[config.mk]
export PLATFORM = sky130hd
export DESIGN_NAME = mc_write_engine
export DESIGN_NICKNAME = d
export VERILOG_FILES = /design/src/rtl/tswitch_pkg.sv /design/src/rtl/mc_write_engine.sv
export SDC_FILE = /design/constraint.sdc
export NUM_CORES = 1
export LEC_CHECK = 0
export CELL_PAD_IN_SITES_DETAIL_PLACEMENT = 0
export CELL_PAD_IN_SITES_GLOBAL_PLACEMENT = 2
export CORE_ASPECT_RATIO = 0.6
export CORE_MARGIN = 2
export CORE_UTILIZATION = 29
export DETAILED_ROUTE_END_ITERATION = 8
export GPL_TIMING_DRIVEN = 0
export HOLD_SLACK_MARGIN = 0.05
export PLACE_DENSITY = 0.95
export SLEW_MARGIN = 0
export SYNTH_ARGS = -nofsm -noshare
export SYNTH_HDL_FRONTEND = slang
export SYNTH_SLANG_ARGS = --single-unit
[constraint.sdc]
create_clock -name clk -period 3.15 [get_ports clk]
set_input_delay 0.63 -clock clk [delete_from_list [all_inputs] [get_ports clk]]
set_output_delay 0.63 -clock clk [all_outputs]
set_load 0.005 [all_outputs]
[src/rtl/tswitch_pkg.sv]
// Shared switch-wide widths for the memory write path and request tagging.
package tswitch_pkg;
  localparam int ADDR_WIDTH = 16;
  localparam int DATA_WIDTH = 32;
  localparam int TAG_WIDTH  = 8;
endpackage

[src/rtl/mc_write_engine.sv]
// Multicast write engine: fans one accepted request out to every member port,
// gathers per-port write acks, and reports completion or timeout abort.
//
// state    | meaning
// ---------+-------------------------------------------------------------
// IDLE     | ready for a request; latches it on valid&ready
// ISSUE    | drives mem_wr_valid for ports still awaiting their handshake
// WAIT_ACK | all writes issued; collecting the remaining acks
// DONE     | one-cycle mc_done pulse (mc_error set on timeout abort)
module mc_write_engine
  import tswitch_pkg::*;
#(
  parameter int NUM_PORTS      = 4,
  parameter int PORT_BITS      = $clog2(NUM_PORTS),
  parameter int TIMEOUT_CYCLES = 255
) (
  input  logic                  clk,
  input  logic                  rst_n,
  input  logic                  mc_req_valid,
  output logic                  mc_req_ready,
  input  logic [NUM_PORTS-1:0]  mc_req_mask,
  input  logic [ADDR_WIDTH-1:0] mc_req_addr,
  input  logic [DATA_WIDTH-1:0] mc_req_data,
  input  logic [TAG_WIDTH-1:0]  mc_req_tag,
  input  logic [PORT_BITS-1:0]  mc_req_src_port,
  output logic [NUM_PORTS-1:0]  mem_wr_valid,
  input  logic [NUM_PORTS-1:0]  mem_wr_ready,
  output logic [ADDR_WIDTH-1:0] mem_wr_addr,
  output logic [DATA_WIDTH-1:0] mem_wr_data,
  input  logic [NUM_PORTS-1:0]  mem_wr_ack,
  output logic                  mc_done,
  output logic [TAG_WIDTH-1:0]  mc_done_tag,
  output logic [PORT_BITS-1:0]  mc_done_src_port,
  output logic                  mc_error,
  output logic                  busy
);

  localparam int CNT_W = $clog2(TIMEOUT_CYCLES + 1);

  typedef enum logic [1:0] {IDLE, ISSUE, WAIT_ACK, DONE} state_t;

  state_t                state, state_nxt;
  logic [ADDR_WIDTH-1:0] addr_q;
  logic [DATA_WIDTH-1:0] data_q;
  logic [TAG_WIDTH-1:0]  tag_q;
  logic [PORT_BITS-1:0]  src_q;
  logic [NUM_PORTS-1:0]  issue_pend, issue_nxt;
  logic [NUM_PORTS-1:0]  ack_pend, ack_nxt;
  logic [NUM_PORTS-1:0]  hs, ack_acc;
  logic [CNT_W-1:0]      to_cnt, to_nxt;
  logic                  err_q, err_nxt;
  logic                  accept, progress, timeout;

  assign mc_req_ready     = (state == IDLE);
  assign busy             = (state != IDLE);
  assign mem_wr_valid     = (state == ISSUE) ? issue_pend : '0;
  assign mc_done          = (state == DONE);
  assign mc_error         = (state == DONE) && err_q;
  assign mem_wr_addr      = addr_q;
  assign mem_wr_data      = data_q;
  assign mc_done_tag      = tag_q;
  assign mc_done_src_port = src_q;

  always_comb begin
    state_nxt = state;
    issue_nxt = issue_pend;
    ack_nxt   = ack_pend;
    to_nxt    = to_cnt;
    err_nxt   = err_q;
    hs        = '0;
    ack_acc   = '0;
    accept    = 1'b0;
    progress  = 1'b0;
    timeout   = 1'b0;

    case (state)
      IDLE: begin
        accept = mc_req_valid;
        if (accept) begin
          issue_nxt = mc_req_mask;
          ack_nxt   = mc_req_mask;
          to_nxt    = '0;
          err_nxt   = 1'b0;
          state_nxt = (mc_req_mask == '0) ? DONE : ISSUE;
        end
      end

      ISSUE, WAIT_ACK: begin
        hs        = mem_wr_valid & mem_wr_ready;
        // An ack only counts once that port's write was handshaken in an earlier cycle.
        ack_acc   = mem_wr_ack & ack_pend & ~issue_pend;
        issue_nxt = issue_pend & ~hs;
        ack_nxt   = ack_pend & ~ack_acc;
        progress  = (hs != '0) || (ack_acc != '0);
        to_nxt    = progress ? '0 : to_cnt + CNT_W'(1);
        timeout   = !progress && (to_cnt == CNT_W'(TIMEOUT_CYCLES - 1));

        if (ack_nxt == '0) begin
          state_nxt = DONE;
          err_nxt   = 1'b0;
        end else if (timeout) begin
          state_nxt = DONE;
          err_nxt   = 1'b1;
          issue_nxt = '0;
          ack_nxt   = '0;
        end else if (state == ISSUE && issue_nxt == '0) begin
          state_nxt = WAIT_ACK;
        end
      end

      DONE: begin
        state_nxt = IDLE;
      end

      default: begin
        state_nxt = IDLE;
      end
    endcase
  end

  always_ff @(posedge clk or negedge rst_n) begin
    if (!rst_n) begin
      state      <= IDLE;
      addr_q     <= '0;
      data_q     <= '0;
      tag_q      <= '0;
      src_q      <= '0;
      issue_pend <= '0;
      ack_pend   <= '0;
      to_cnt     <= '0;
      err_q      <= 1'b0;
    end else begin
      state      <= state_nxt;
      issue_pend <= issue_nxt;
      ack_pend   <= ack_nxt;
      to_cnt     <= to_nxt;
      err_q      <= err_nxt;
      if (accept) begin
        addr_q <= mc_req_addr;
        data_q <= mc_req_data;
        tag_q  <= mc_req_tag;
        src_q  <= mc_req_src_port;
      end
    end
  end

endmodule

Word level (Yosys, flattened, before mapping)
Cells that the tools add are included.

Word-level logic and storage cells: 64. Bits of input ports: 73. Flip-flop bits (word level): 77. Output and inout bits: 66.

Eq/ne operators: 7. Add/subtract/negate cells: 1. Mux-type cells: 22. Bitwise logic cells: 8. Reductions and logical operators: 17.

Operators with widths (number): $mux 4 (6); $and 4x4->4 (5); $mux 8 (2); $pmux 4 s2 (2); $pmux 8 s2 (1); $logic_not 4->1 (3); $not 4->4 (3); $mux 2 (5); $add 8x1->8 const B (1); $eq 8x8->1 const B (1); $reduce_bool 4->1 (2); $pmux 2 s3 (1); $eq 2x2->1 const B (2); $mux 1 (4); $ne 4x4->1 const B (1); $reduce_and 2->1 (2); $reduce_bool 2->1 (2); $logic_and 1x1->1 (3); $ne 3x3->1 const B (1); $reduce_and 3->1 (1); $eq 2x1->1 const B (1); $logic_not 2->1 (1); $ne 2x2->1 const B (1); $pmux 1 s2 (1); other kinds (3) (3).

Depth between registers and ports, before layout
Gate-level depths: netlist of the first run.

Depth after elaboration: 11. Depth in mapped cells: 8. Depth with buffers taken out: 7.

Least setup slack after synthesis of the first run
Ideal clock, no wire load.

Path type: reg-to-reg. From: register state[0]. To: register to_cnt[7]. Arrival: 1686 ps. Setup time: 124 ps. Buffers on the path: 0. Period minus slack after synthesis: 1810 ps. Data required time: 3026 ps. Stages on the path, launching flop included: 8. Setup slack: 1340 ps. Cell sequence: dfrtp_1 > inv_1 > ha_1 > mux2i_1 > or3_1 > a41o_1 > nand2_1 > o31ai_1.

Elaborated cells between the ends (all ways): 13. Classes of those cells: eq/ne (3); mux (3); bitwise (1); reduce/logical (6).

RTL lines: from (decl) (RTL line mc_write_engine.sv:42) `state_t state, state_nxt;`; from (signal assigned) (RTL line mc_write_engine.sv:133) `state <= state_nxt;`; $logic_not 2->1 *; net mc_req_ready (RTL line mc_write_engine.sv:20) `output logic mc_req_ready,`; $ne 2x2->1 (no source line) or $reduce_bool 2->1 (tied branches); $reduce_and 2->1 (no source line); to (signal assigned) (RTL line mc_write_engine.sv:136) `to_cnt <= to_nxt;`; to (decl) (RTL line mc_write_engine.sv:50) `logic [CNT_W-1:0] to_cnt, to_nxt;`.

The timed path passes the listed nets; every way through them passes the cells marked *. A chain may end at the register's enable or synchronous reset.

Final worst setup path of the first run
From: register state[1]. To: output port mem_wr_valid[0].

Cells in the longest elaborated chain, start to end: 2.

RTL lines: $eq 2x1->1 (RTL line mc_write_engine.sv:56) `assign mem_wr_valid = (state == ISSUE) ? issue_pend : '0;`; $mux 4 (RTL line mc_write_engine.sv:56); to (decl) (RTL line mc_write_engine.sv:26) `output logic [NUM_PORTS-1:0] mem_wr_valid,`.

Every way passes these cells.

==> results of run 1 <==
-- cells in the final DEF (no fill, tap or decap), types with 4 or more instances in the layout --
cell type	netlist	layout
nor3b_1	4	4
nor2_1	5	5
nand3_1	7	7
clkbuf_1	8	8
and2_1	5	5
dfrtp_1	77	77
a21oi_1	13	13
inv_1	10	10
clkbuf_16	0	9
mux2_2	58	58
ha_1	7	7
clkdlybuf4s50_1	0	137
o21ai_0	18	18
nand2_1	14	14
-- cells by family (layout without fill, tap and decap cells) --
group,after synthesis,count (layout),share of synthesized area
mux,61,61,0.204
fa+ha+maj,7,7,0.0262
xor+xnor,2,2,0.00524
simple gates,49,49,0.0798
buf+inv,19,173,0.0217
flops,77,77,0.577
compound gates,46,46,0.0858
-- per-stage QoR --
stage / hold WS [ps] / TNS (ps) / std cells
CTS: 246 / 0 / 559
finish: 242 / 0 / 559
global route: 273 / 0 / 559
floorplan: 334 / 0 / 261
global placement: 471 / -100690 / 543
detailed placement: 482 / 0 / 544
-- flip-flops by register name, summed over array words and instances, names as in the netlist --
signal	cells
mc_done_src_port	2
ack_pend	4
state	2
mem_wr_data	32
mem_wr_addr	16
err_q	1
mc_done_tag	8
issue_pend	4
to_cnt	8
-- per-layer routing --
metal  global-route usage  share of wire
met3               0.0825           0.11
met5                    0              0
met4               0.0549          0.014
met2                0.211           0.43
met1                0.196           0.45
-- power by group --
part	total [W]	switching [W]	internal (W)
Clock	0.00105	0.000417	0.000633
Sequential	0.00171	0.000270	0.00144
Combinational	0.00214	0.000838	0.00130
Total	0.00491	0.00152	0.00338
-- worst min path at each step --
stage,start,to,slack (ps),cells past startpoint
2_1_floorplan,rst_n,ack_pend[0],330,0
3_3_place_gp,to_cnt[7],to_cnt[7],470,1
3_5_place_dp,to_cnt[7],to_cnt[7],480,1
4_1_cts,rst_n,mem_wr_addr[9],250,1
5_1_grt,rst_n,mem_wr_addr[9],270,1
6_report,rst_n,mem_wr_addr[9],240,1
-- cell type report --
cell class                 count  area (um^2)  share of cell area
sequential                    77         1930               0.369
timing repair buffer         139         1410               0.269
multi-input combinational    165         1340               0.257
clock buffer                  10          239              0.0457
tap                          144          180              0.0345
clock inverter                 5         60.1              0.0115
inverter                      10         37.5             0.00718
buffer                         9         35.0             0.00670
==> out/results.tsv, run 1 <==
stage	metric	value	unit
critical_path	Arr. time, crit path	2000	ps
route	first drt pass iteration count	4	
global_route	Overflow after GRT	0	
logic_synthesis	Mapped Area	0.00334	mm^2
sta	Final Max Slew Viols	0	
critical_path	Reg2Reg Depth	6	
logic_synthesis	Synth top cells by count	77 x dfrtp_1, 58 x mux2_2, 18 x o21ai_0	
final_layout	nets	491	
logic_synthesis	syn nets	341	
sta	RSZ-0062 raised after global routing	false	
global_route	largest net degree at the start of global routing	46	
placement	Port Buffer Count	138	
route	Residual DRC	0	
sta	worst slew pin tran	676	ps
critical_path	Critical Path, Cell by Cell	inv_1 -> ha_1 -> buf_2 -> and2_1 -> clkdlybuf4s50_1	
sta	max_slew headroom	0.536	
clock_tree	clk sinks	77	
floorplan	die height	87.1	um
floorplan	die width	143	um
global_route	first-pass GRT wire length	14300	um
logic_synthesis	EDFF count, synth	0	
run_status	status	finished, final reports clean	
logic_synthesis	yosys warns	0	
critical_path	Critical Path Start	state[1]	
clock_tree	post-CTS sizing	0	
logic_synthesis	Syn Inst Count	261	
hold_path	Worst Hold Class	input pin to asynchronous set/reset pin	
floorplan	IO Pins	139	
global_route	vias in the first global route	2745	
critical_path	crit path kind	flop to output pin	
sta	final worst path period need	2630	ps
placement	pre-CTS setup slack	670	ps
final_layout	ANT cells	0	
logic_synthesis	Primary FF master, synth	dfrtp_1	
sta	Fmax	380	MHz
clock_tree	setup repair bufs after CTS	0	
critical_path	critical path's slowest cell	clkdlybuf4s50_1	
sta	fin worst setup slack	517	ps
clock_tree	CTS Hold Bufs	0	
critical_path	critical path's largest stage delay	500	ps
logic_synthesis	Seq/Total Area, Yosys	0.577	
logic_synthesis	Yosys reg bits	77	
route	post-route ant nets	0	
critical_path	CP delay by family, top	buffers and inverters	
route	Initial DRC Count	84	
sta	final hold violations	0	
critical_path	Startpoint Class	flop	
logic_synthesis	Synth Area per Inst	12.8	um^2
placement	post-DP HPWL	6520	um
clock_tree	# H-tree levels	3	
critical_path	worst path required time	2520	ps
critical_path	Worst Setup End Kind	output pin	
critical_path	r2r setup slk	1000	ps
sta	crit share post-route	0.836	
placement	Post-DP Area	0.00493	mm^2
route	Routed WL	8760	um
clock_tree	Worst-Skew Late Latency	340	ps
critical_path	WP buf/inv	3	
clock_tree	CTS tree	done	
power	overall power	0.00491	W
final_layout	Core Util, Final	0.464	
final_layout	synth-to-layout area growth	56.4	%
route	DR vias/cell	4.64	
route	WL per Instance	15.7	um
critical_path	worst-path maximum fanout	10	
final_layout	Design Area, Final	0.00523	mm^2
clock_tree	CTS root buf	clkbuf_16	
route	Vias	2596	
power	Static Leak	2.21	nW
critical_path	worst reg2reg startpoint	state[0]	
clock_tree	CTS buffer count	9	
final_layout	share of layout cells above drive strength 1	0.190	
floorplan	DIE AREA	0.0124	mm^2
power	Power Dens Cells	939	mW/mm^2
clock_tree	Longest Clk Path Bufs	2	
logic_synthesis	Netlist cell types	38	
critical_path	WP depth	5	
power	worst IR drop on VDD	0.457	mV
global_route	gr usage total	0.151	
floorplan	# rows	30	
global_route	antenna violations before repair	0	
sta	endpoints failing setup	0	
floorplan	core area	0.0113	mm^2
sta	Worst Clk Skew	4.35	ps
logic_synthesis	synth top area cells	dfrtp_1 58%, mux2_2 20%, o21ai_0 2.7%, ha_1 2.6%, a21oi_1 1.9%	
critical_path	crit path capture	mem_wr_valid[0]	
clock_tree	Worst-path clk slew	60	ps
run	max_cap viols	0	
logic_synthesis	top-count cell post-synth	dfrtp_1	
final_layout	fill count	1044	
floorplan	Initial Util	0.297	
placement	gpl congestion	0.787	
logic_synthesis	Async SR Flop Fraction	1.00	
logic_synthesis	area leader, netlist	dfrtp_1	
logic_synthesis	Yosys top cell area share	0.577	
critical_path	reg-to-reg endpoint	ack_pend[0]	
No activity file was read; power rests on OpenSTA's default activity.
==> run 2: changes to the inputs <==
Settings changed: CORE_UTILIZATION 29 to 27, PLACE_DENSITY 0.95 to 0.91.
Clock period 3.15 ns to 2.5 ns, I/O delays scaled along.
==> run 2 against run 1 <==
Effect of this change: clock skew is 1.6 ps higher; cell count grew 3.8%; power up 27%; flip-flop and latch count unchanged; clock power rose by 31%; worst hold slack worse by 100 ps; utilization down 2.8 points; critical endpoint unchanged; non-clock buffer count stayed put; largest power group unchanged; wire length about the same; global-route usage is 1.3 points lower; final area rose by 0.77%.
==> out/results.tsv, run 2 (synthesis results as in run 1) <==
stage	metric	value	unit	change
floorplan	IO Pins	139		unchanged
sta	worst slew pin tran	702	ps	+25.8 ps
critical_path	worst-path maximum fanout	10		unchanged
global_route	vias in the first global route	2735		-0.36%
clock_tree	# H-tree levels	3		unchanged
sta	max_slew headroom	0.519		-0.0177
critical_path	reg-to-reg endpoint	issue_pend[2]		
global_route	Overflow after GRT	0		unchanged
route	Initial DRC Count	125		+49%
critical_path	Reg2Reg Depth	6		unchanged
clock_tree	CTS root buf	clkbuf_16		
route	Residual DRC	0		unchanged
run_status	status	finished, final reports clean		
global_route	antenna violations before repair	0		unchanged
final_layout	fill count	1102		+5.6%
power	Static Leak	2.21	nW	about the same
sta	endpoints failing setup	0		unchanged
global_route	first-pass GRT wire length	14400	um	+0.77%
clock_tree	CTS buffer count	9		unchanged
global_route	largest net degree at the start of global routing	41		-11%
sta	Worst Clk Skew	5.98	ps	+1.64 ps
final_layout	most frequent cells in the layout	137 x clkdlybuf4s50_1, 77 x dfrtp_1, 58 x mux2_2		
placement	Post-DP Area	0.00495	mm^2	+0.38%
sta	Fmax	422	MHz	
clock_tree	Worst-path clk slew	60	ps	about the same
power	Power Dens Cells	1190	mW/mm^2	+27%
final_layout	synth-to-layout area growth	57.6	%	
final_layout	Core Util, Final	0.437		-0.0275
sta	Final Max Slew Viols	0		unchanged
critical_path	Worst Setup End Kind	output pin		
placement	post-DP HPWL	6720	um	+3.1%
critical_path	crit path kind	flop to output pin		
route	post-route ant nets	0		unchanged
sta	fin worst setup slack	128	ps	-389 ps
critical_path	Arr. time, crit path	1870	ps	-130 ps
power	overall power	0.00625	W	+27%
clock_tree	Longest Clk Path Bufs	2		unchanged
floorplan	Initial Util	0.277		-0.0197
route	Routed WL	8770	um	about the same
sta	RSZ-0062 raised after global routing	false		
placement	gpl congestion	0.800		+1.7%
final_layout	ANT cells	0		unchanged
sta	final worst path period need	2370	ps	
floorplan	die height	90.2	um	+3.5%
floorplan	# rows	31		+3.3%
route	Vias	2601		+0.19%
clock_tree	Worst-Skew Late Latency	330	ps	about the same
floorplan	core area	0.0121	mm^2	+7.1%
final_layout	Design Area, Final	0.00527	mm^2	+0.77%
route	first drt pass iteration count	4		unchanged
hold_path	Worst Hold Class	input pin to asynchronous set/reset pin		
placement	Port Buffer Count	138		unchanged
floorplan	DIE AREA	0.0133	mm^2	+7.1%
clock_tree	CTS tree	done		
run	max_cap viols	0		unchanged
critical_path	Startpoint Class	flop		
final_layout	nets	491		unchanged
clock_tree	CTS Hold Bufs	0		unchanged
clock_tree	clk sinks	77		unchanged
global_route	gr usage total	0.138		-0.0131
sta	final hold violations	0		unchanged
power	worst IR drop on VDD	0.508	mV	+11%
floorplan	die width	148	um	+3.5%
critical_path	r2r setup slk	290	ps	-710 ps
placement	pre-CTS setup slack	90.7	ps	-579 ps
clock_tree	setup repair bufs after CTS	0		unchanged
critical_path	worst reg2reg startpoint	state[0]		
sta	setup TNS	0	ps	unchanged
final_layout	commonest non-fill, non-tap cell in the layout	clkdlybuf4s50_1		
critical_path	worst path required time	2000	ps	-520 ps
clock_tree	post-CTS sizing	1		+1
final_layout	share of layout cells above drive strength 1	0.193		+0.00241
final_layout	Largest register FFs	32		unchanged
route	WL per Instance	15.1	um	-3.5%
route	DR vias/cell	4.48		-3.4%
sta	crit share post-route	0.949		
-- run 2: metal layers --
layer  GRT usage  vias to the layer above  part of all wire
met5           0                        -                 0
met4      0.0337                        0            0.0082
met3      0.0782                        8              0.13
met2       0.194                      112              0.41
met1       0.181                     1251              0.45
li1            -                     1230                 -
-- run 2: how the worst max path moves through the flow --
stage | start | to | cells after the start
floorplan | state[0] | to_cnt[7] | 7
global placement | rst_n | mem_wr_data[20] | 1
detailed placement | mc_req_valid | mem_wr_data[9] | 4
CTS | state[1] | mem_wr_valid[0] | 5
global route | state[1] | mem_wr_valid[2] | 5
finish | state[1] | mem_wr_valid[0] | 5
-- run 2: per-stage QoR --
stage          hold slack, ps  cells
6_report                  140    580
5_1_grt                   184    580
4_1_cts                   161    580
3_5_place_dp              484    565
3_3_place_gp              471    564
2_1_floorplan             204    261
-- run 2: layout make-up --
cell class | count | area (um^2) | area share
plain buffers | 9 | 37.5 | 0.00713
clock buffers | 11 | 243 | 0.0461
clock inverters | 4 | 72.6 | 0.0138
inverters | 10 | 37.5 | 0.00713
multi-input cells | 165 | 1340 | 0.255
flip-flops and latches | 77 | 1930 | 0.366
well taps | 165 | 206 | 0.0392
repair buffers | 139 | 1400 | 0.266
-- run 2: power breakdown --
part           total, W  switching (W)  internal, W
registers       0.00216       0.000343      0.00182
logic           0.00271        0.00106      0.00165
clock network   0.00138       0.000488     0.000894
total           0.00625        0.00189      0.00436
-- run 2: worst max-delay path, stage by stage (launching register included) --
cell and delay, ps:
dfrtp_1 410, inv_2 100, ha_2 220, buf_4 190
and2_1 140, clkdlybuf4s50_1 490
==> variant 1, RTL diff (settings of run 1) <==
Change the package constant `DATA_WIDTH` from 32 to 48.
--- a/src/rtl/tswitch_pkg.sv
+++ b/src/rtl/tswitch_pkg.sv
@@ -3,3 +3,3 @@
   localparam int ADDR_WIDTH = 16;
-  localparam int DATA_WIDTH = 32;
+  localparam int DATA_WIDTH = 48;
   localparam int TAG_WIDTH  = 8;
Interface: changed (resized mc_req_data and mem_wr_data); port bits go from 139 to 171. The function was not compared with the original's and may differ.
==> variant 1 against run 1 <==
- worst setup slack improved by 0.10 ns
- routed wire length grew 23%
- power grew 24%
- sequential cell count rose by 16
- combinational power increased by 33%
- global-route usage is 0.49 points lower
- final cell count rose by 17%
- utilization is 0.29 points lower
- final area up 20%
- count of clock-buffer cells in the layout grew 1
- synthesized area rose by 20%
==> variant 1: results (changes against run 1) <==
- Highest Clock Rate: 0.395 GHz (+4.0%)
* Capturing point of the worst reg2reg path: mem_wr_data[30]
- In this design, the stage delay of the slowest critical-path cell is 0.49 ns.
- Setup tns final: 0 ns (unchanged)
* Iteration count of the initial detailed-routing pass: 4 (unchanged)
* Path depth of the worst reg2reg path: 6 (unchanged)
- The highest fanout seen on the critical path is 10 (unchanged).
- The global placement routability congestion was 0.805 (+2.4%).
- The share of layout cells above drive strength 1 is 0.225 (+0.0342).
- The synthesized net count is 390 (+14%).
- The flow ran to the end, and the final reports show no timing, DRC or antenna violations.
- Root cell of the clock tree: sky130_fd_sc_hd__clkbuf_16
- Worst R2R Setup Slack: 0.64 ns (-0.36 ns)
* Global-route wire length before repair: 16800 um (+18%)
* Warning count from the yosys run: 0 (unchanged)
- The final worst clock skew came to 0.00758 ns (+0.00323 ns).
- The placed wire-length estimate after detailed placement came to 8120 um (+25%).
* Arr. time, crit path: 1.90 ns (-0.10 ns)
- The final setup violation count came to 0 (unchanged).
* Pre-CTS setup slack: 0.209 ns (-0.461 ns)
- Slew at the pin with the worst max-slew slack: 0.786 ns (+0.110 ns)
* Final Net Count: 572 (+16%)
* Average wire per cell in the routed design: 16.4 um (+4.6%)
- H-tree depth: 3 (unchanged)
- The total of cells resized after clock tree synthesis is 0 (unchanged).
- The leakage power came to 2.64 nW (+19%).
- Filler cells: 1240 (+19%)
- On the critical path the largest part of the delay comes from buffers and inverters.
- The count of antenna diodes in the layout was 0 (unchanged).
- Iter 0 DRT Violations: 134 (+60%)
- The number of global-route vias before repair was 3262 (+19%).
- Hold-fix buffer count after cts: 0 (unchanged)
- Maximum vdd drop: 0.426 mV (-6.9%)
- The worst setup path is captured at an output pin.
- The largest individual stage delay along the critical path comes from the cell sky130_fd_sc_hd__clkdlybuf4s50_1.
* Initial antenna violation count: 0 (unchanged)
- Via count: 3092 (+19%)
* Number of distinct library cells after synthesis: 44 (+16%)
- The most critical setup path has its startpoint at state[1].
- Worst R2R Start: state[0]
* Number of setup buffers added after CTS: 0 (unchanged)
- The proportion of synthesized flip-flops having asynchronous set or reset is 1.00 (unchanged).
* All-Layer GR Usage: 0.146 (-0.00493)
* Synth area leaders: sky130_fd_sc_hd__dfrtp_1, sky130_fd_sc_hd__mux2_2, sky130_fd_sc_hd__ha_1
- The pin count of the biggest net entering global routing was 50 (+8.7%).
* Maximum buffer depth of the clock tree: 2 (unchanged)
* Latest clock arrival within the worst-skew pair: 0.33 ns
- # port buffers: 170 (+23%)
* HP Class: input port to asynchronous set/reset pin
* Capture point of the worst path: mem_wr_valid[2]
- Number of buffers created by CTS: 9 (unchanged)
- The sequential element share of the synthesized area is 0.581 (+0.00375).
* Flip-flop count of the largest register, all copies and words added: 48 (+50%)
- CTS clock-pin slew for the worst setup and hold paths: 0.07 ns
- The commonest cells after synthesis are sky130_fd_sc_hd__dfrtp_1, sky130_fd_sc_hd__mux2_2, sky130_fd_sc_hd__nand2_1.
-- variant 1: changes by cell type after synthesis, moves of 4 or more --
cell | before | now
sky130_fd_sc_hd__a22oi_1 | 0 | 4
sky130_fd_sc_hd__dfrtp_1 | 77 | 93
sky130_fd_sc_hd__nor3b_1 | 4 | 0
sky130_fd_sc_hd__nand4_1 | 2 | 8
sky130_fd_sc_hd__o21ai_0 | 18 | 7
sky130_fd_sc_hd__nand2b_1 | 0 | 4
sky130_fd_sc_hd__a21oi_1 | 13 | 6
sky130_fd_sc_hd__mux2_2 | 58 | 75
sky130_fd_sc_hd__nand3_1 | 7 | 3
-- variant 1: worst min path at each step --
stage	start	cells past startpoint	endpoint	slack [ns]
after CTS	rst_n	1	ack_pend[2]	0.34
after global placement	err_q	1	err_q	0.47
after detailed placement	err_q	1	err_q	0.49
after global routing	rst_n	1	ack_pend[3]	0.37
final	rst_n	1	ack_pend[2]	0.31
after floorplan	rst_n	0	ack_pend[0]	0.33
-- variant 1: power breakdown --
part           total (mW)  switching, mW  internal, mW
Clock                1.13          0.480         0.649
Sequential           2.09          0.333          1.76
Combinational        2.85           1.09          1.76
-- variant 1: logic make-up (layout without fill, tap and decap cells) --
group / after synthesis / count (layout) / synth area share
and+or+nand+nor: 59 / 59 / 0.0811
xor gates and xnor gates: 2 / 2 / 0.00437
adders and majority gates: 7 / 7 / 0.0218
muxes: 77 / 77 / 0.216
AOI/OAI and AO/OA: 38 / 38 / 0.0768
DFF: 93 / 93 / 0.581
buffers and inverters: 18 / 205 / 0.0197
-- variant 1: final cells by class --
cell class / count / area share
Buffer: 11 / 0.00839
Clock buffer: 11 / 0.0387
Clock inverter: 5 / 0.0108
Inverter: 7 / 0.00419
Multi-Input combinational cell: 183 / 0.256
Sequential cell: 93 / 0.371
Tap cell: 175 / 0.0350
Timing Repair Buffer: 171 / 0.276
-- variant 1: metal layers --
| metal | wire, um | part of all wire | vias to the layer above | global-route usage |
|---|---|---|---|---|
| met1 | 4910 | 0.46 | 1531 | 0.197 |
| met3 | 1160 | 0.11 | 7 | 0.0736 |
| met5 | 0 | 0 | - | 0 |
| met2 | 4600 | 0.43 | 128 | 0.209 |
| met4 | 87 | 0.0081 | 0 | 0.0321 |
| li1 | - | - | 1426 | - |
-- variant 1: metrics by stage --
stage | instances | utilization | total power, mW | cell area (um^2) | hold slack (ns)
floorplan | 294 | - | 3.39 | 4010 | 0.334
global placement | 639 | 0.436 | 4.89 | 5930 | 0.471
detailed placement | 640 | 0.438 | 4.98 | 5950 | 0.486
CTS | 656 | 0.461 | 6.16 | 6260 | 0.344
global route | 656 | 0.461 | 6.49 | 6260 | 0.369
finish | 656 | 0.461 | 6.07 | 6260 | 0.311
==> variant 2, RTL diff (flow settings as in run 1) <==
Made on the original files. Make the reset (`rst_n`) synchronous in one clocked block.
--- a/src/rtl/mc_write_engine.sv
+++ b/src/rtl/mc_write_engine.sv
@@ -120,3 +120,3 @@
 
-  always_ff @(posedge clk or negedge rst_n) begin
+  always_ff @(posedge clk) begin
     if (!rst_n) begin
Formal check against the unedited RTL: differs if rst_n is asserted again (counterexample within 4 cycles, from zero or initial values and one cycle with rst_n low); with rst_n held inactive, the same outputs for 10 cycles.
==> variant 2 against run 1 <==
- count of clock-buffer cells in the layout down 1
- sequential share of layout area down 6.9 points
- power down 19%
- global-route usage up 3.2 points
- combinational power down 29%
- final area down 1.6%
- routed wire length up 22%
- sequential cell count unchanged
- synthesized area down 2.4%
- worst setup slack better by 0.22 ns
==> variant 2: results (changes against run 1) <==
- The leakage power was 1.87 nW (-16%).
- Synth area leaders: sky130_fd_sc_hd__dfxtp_1, sky130_fd_sc_hd__nand2_1, sky130_fd_sc_hd__a21oi_1
- The average instance area after synthesis came to 7.93 um^2 (-38%).
* Status: completed
- For this run, the leading register cell type out of synthesis is sky130_fd_sc_hd__dfxtp_1.
- Sequential-to-total area share from yosys stat: 0.473 (-0.104)
- Number of buffers created by CTS: 9 (unchanged)
- Number of cells traversed by the worst hold path: 2
- Path depth of the worst reg2reg path: 8 (+2)
- The count of antenna diodes in the layout came to 0 (unchanged).
- The placed wire-length estimate after detailed placement is 8060 um (+24%).
- The number of distinct standard cells referenced by the synthesized netlist is 49 (+29%).
- Root cell of the clock tree: sky130_fd_sc_hd__clkbuf_16
* Max transition margin: 0.595 (+0.0587)
* Filler cells: 1050 (+0.57%)
- The reg2reg setup slack was 0.94 ns (-0.06 ns).
- Maximum vdd drop: 0.274 mV (-40%)
- The total placed cells including tap cells is 687 (+26%).
- Worst Hold Path EP: mem_wr_data[5]
- Total of cells resized after clock tree synthesis: 0 (unchanged)
- The total wire length was 10700 um (+22%).
- Post-route DRC: 0 (unchanged)
* Flip-flop count of the largest register, all copies and words added: 32 (unchanged)
- Layout cell share with drive strength beyond 1: 0.0568 (-0.134)
- Worst Path Max Fanout: 10 (unchanged)
- The startpoint identified for the worst register-to-register timing path is state[0].
* All-Layer GR Usage: 0.183 (+0.0320)
- Final Net Count: 638 (+30%)
* HP Class: register to register
- The maximum level of the CTS H-tree is 3 (unchanged).
* Async S/R FF share, synth: 0 (-1.00)
- Maximum buffer depth of the clock tree: 2 (unchanged)
- Gpl congestion: 0.814 (+3.4%)
* Maximum clock skew at final layout: 0.00752 ns (+0.00317 ns)
* Non-filler instance count after layout: 702 (+26%)
* Via count of the first global-routing pass: 3434 (+25%)
* CTS clock-pin slew for the worst setup and hold paths: 0.06 ns (about the same)
- Pre-CTS setup slack: 0.547 ns (-0.123 ns)
* Net count after synthesis: 490 (+44%)
* Capturing point of the worst reg2reg path: issue_pend[3]
- Slowest CP cell: sky130_fd_sc_hd__clkdlybuf4s50_1
- Arr. time, crit path: 1.78 ns (-0.22 ns)
- Largest stage delay on the critical path: 0.45 ns (-0.05 ns)
- The number of buffers inserted by post-CTS setup repair came to 0 (unchanged).
- Warning count from the yosys run: 0 (unchanged)
- The global-route wire length before repair came to 17400 um (+22%).
* Latest clock arrival within the worst-skew pair: 0.33 ns
- Largest net degree at the start of global routing: 14 (-70%)
- The average via count per standard cell is 4.78 (+3.0%).
- Cell types with the highest counts after synthesis: sky130_fd_sc_hd__nand2_1, sky130_fd_sc_hd__dfxtp_1, sky130_fd_sc_hd__a21oi_1
- Iter 0 DRT Violations: 146 (+74%)
- The count of input and output buffers was 137 (-0.72%).
- Crit path max-delay family: buffers and inverters
variant 2: cell count changes after synthesis, sizes merged, moves of 10 or more:
cell          run 1  this run
buf               1        11
mux2             58         0
dfrtp            77         0
nand2            14       130
a21oi            13        70
o21ai            18         7
dfxtp             0        77
variant 2: how the worst max path moves through the flow:
stage | startpoint | end | slack, ns
2_1_floorplan | state[0] | to_cnt[4] | 1.30
5_1_grt | state[1] | mem_wr_valid[3] | 0.63
4_1_cts | state[1] | mem_wr_valid[3] | 0.71
6_report | state[1] | mem_wr_valid[3] | 0.74
3_5_place_dp | mc_req_valid | mem_wr_data[30] | 0.55
3_3_place_gp | mc_req_valid | mem_wr_addr[3] | 0.59
variant 2: routing by layer:
metal | wire length, um | part of all wire | global-route usage
met1 | 5410 | 0.51 | 0.250
met2 | 4320 | 0.41 | 0.271
met3 | 895 | 0.084 | 0.0704
met4 | 35 | 0.0033 | 0.0473
met5 | 0 | 0 | 0
variant 2: through the flow:
| stage | util | total power [mW] | hold WS (ns) | instance area [um^2] |
|---|---|---|---|---|
| floorplan | - | 2.13 | 0.429 | 3260 |
| global placement | 0.447 | 2.80 | 0.441 | 4800 |
| detailed placement | 0.447 | 2.82 | 0.447 | 4800 |
| CTS | 0.479 | 4.02 | 0.455 | 5140 |
| global route | 0.479 | 4.25 | 0.472 | 5140 |
| finish | 0.479 | 3.97 | 0.455 | 5140 |
variant 2: layout make-up:
| type | instances | share of cell area |
|---|---|---|
| Buffer | 26 | 0.0263 |
| Timing Repair Buffer | 137 | 0.267 |
| Multi-Input combinational cell | 297 | 0.300 |
| Inverter | 11 | 0.00803 |
| Tap cell | 139 | 0.0338 |
| Clock inverter | 6 | 0.0219 |
| Sequential cell | 77 | 0.300 |
| Clock buffer | 9 | 0.0438 |
variant 2: power breakdown:
part | internal, mW | switching, mW
combinational | 0.709 | 0.807
sequential | 1.16 | 0.128
clock | 0.771 | 0.398
total | 2.64 | 1.33
variant 2: logic make-up after synthesis:
logic type      after synthesis  synth area share
xor+xnor                      2           0.00538
simple gates                182             0.251
flops                        77             0.473
mux                           1           0.00307
buf+inv                      37            0.0541
fa+ha+maj                     6            0.0230
compound gates              106             0.190
variant 2: worst min-delay path, cell delays in order, from the launching register on:
cell	delay, ns
sky130_fd_sc_hd__dfxtp_1	0.31
sky130_fd_sc_hd__nand2_1	0.05
sky130_fd_sc_hd__a21oi_1	0.05
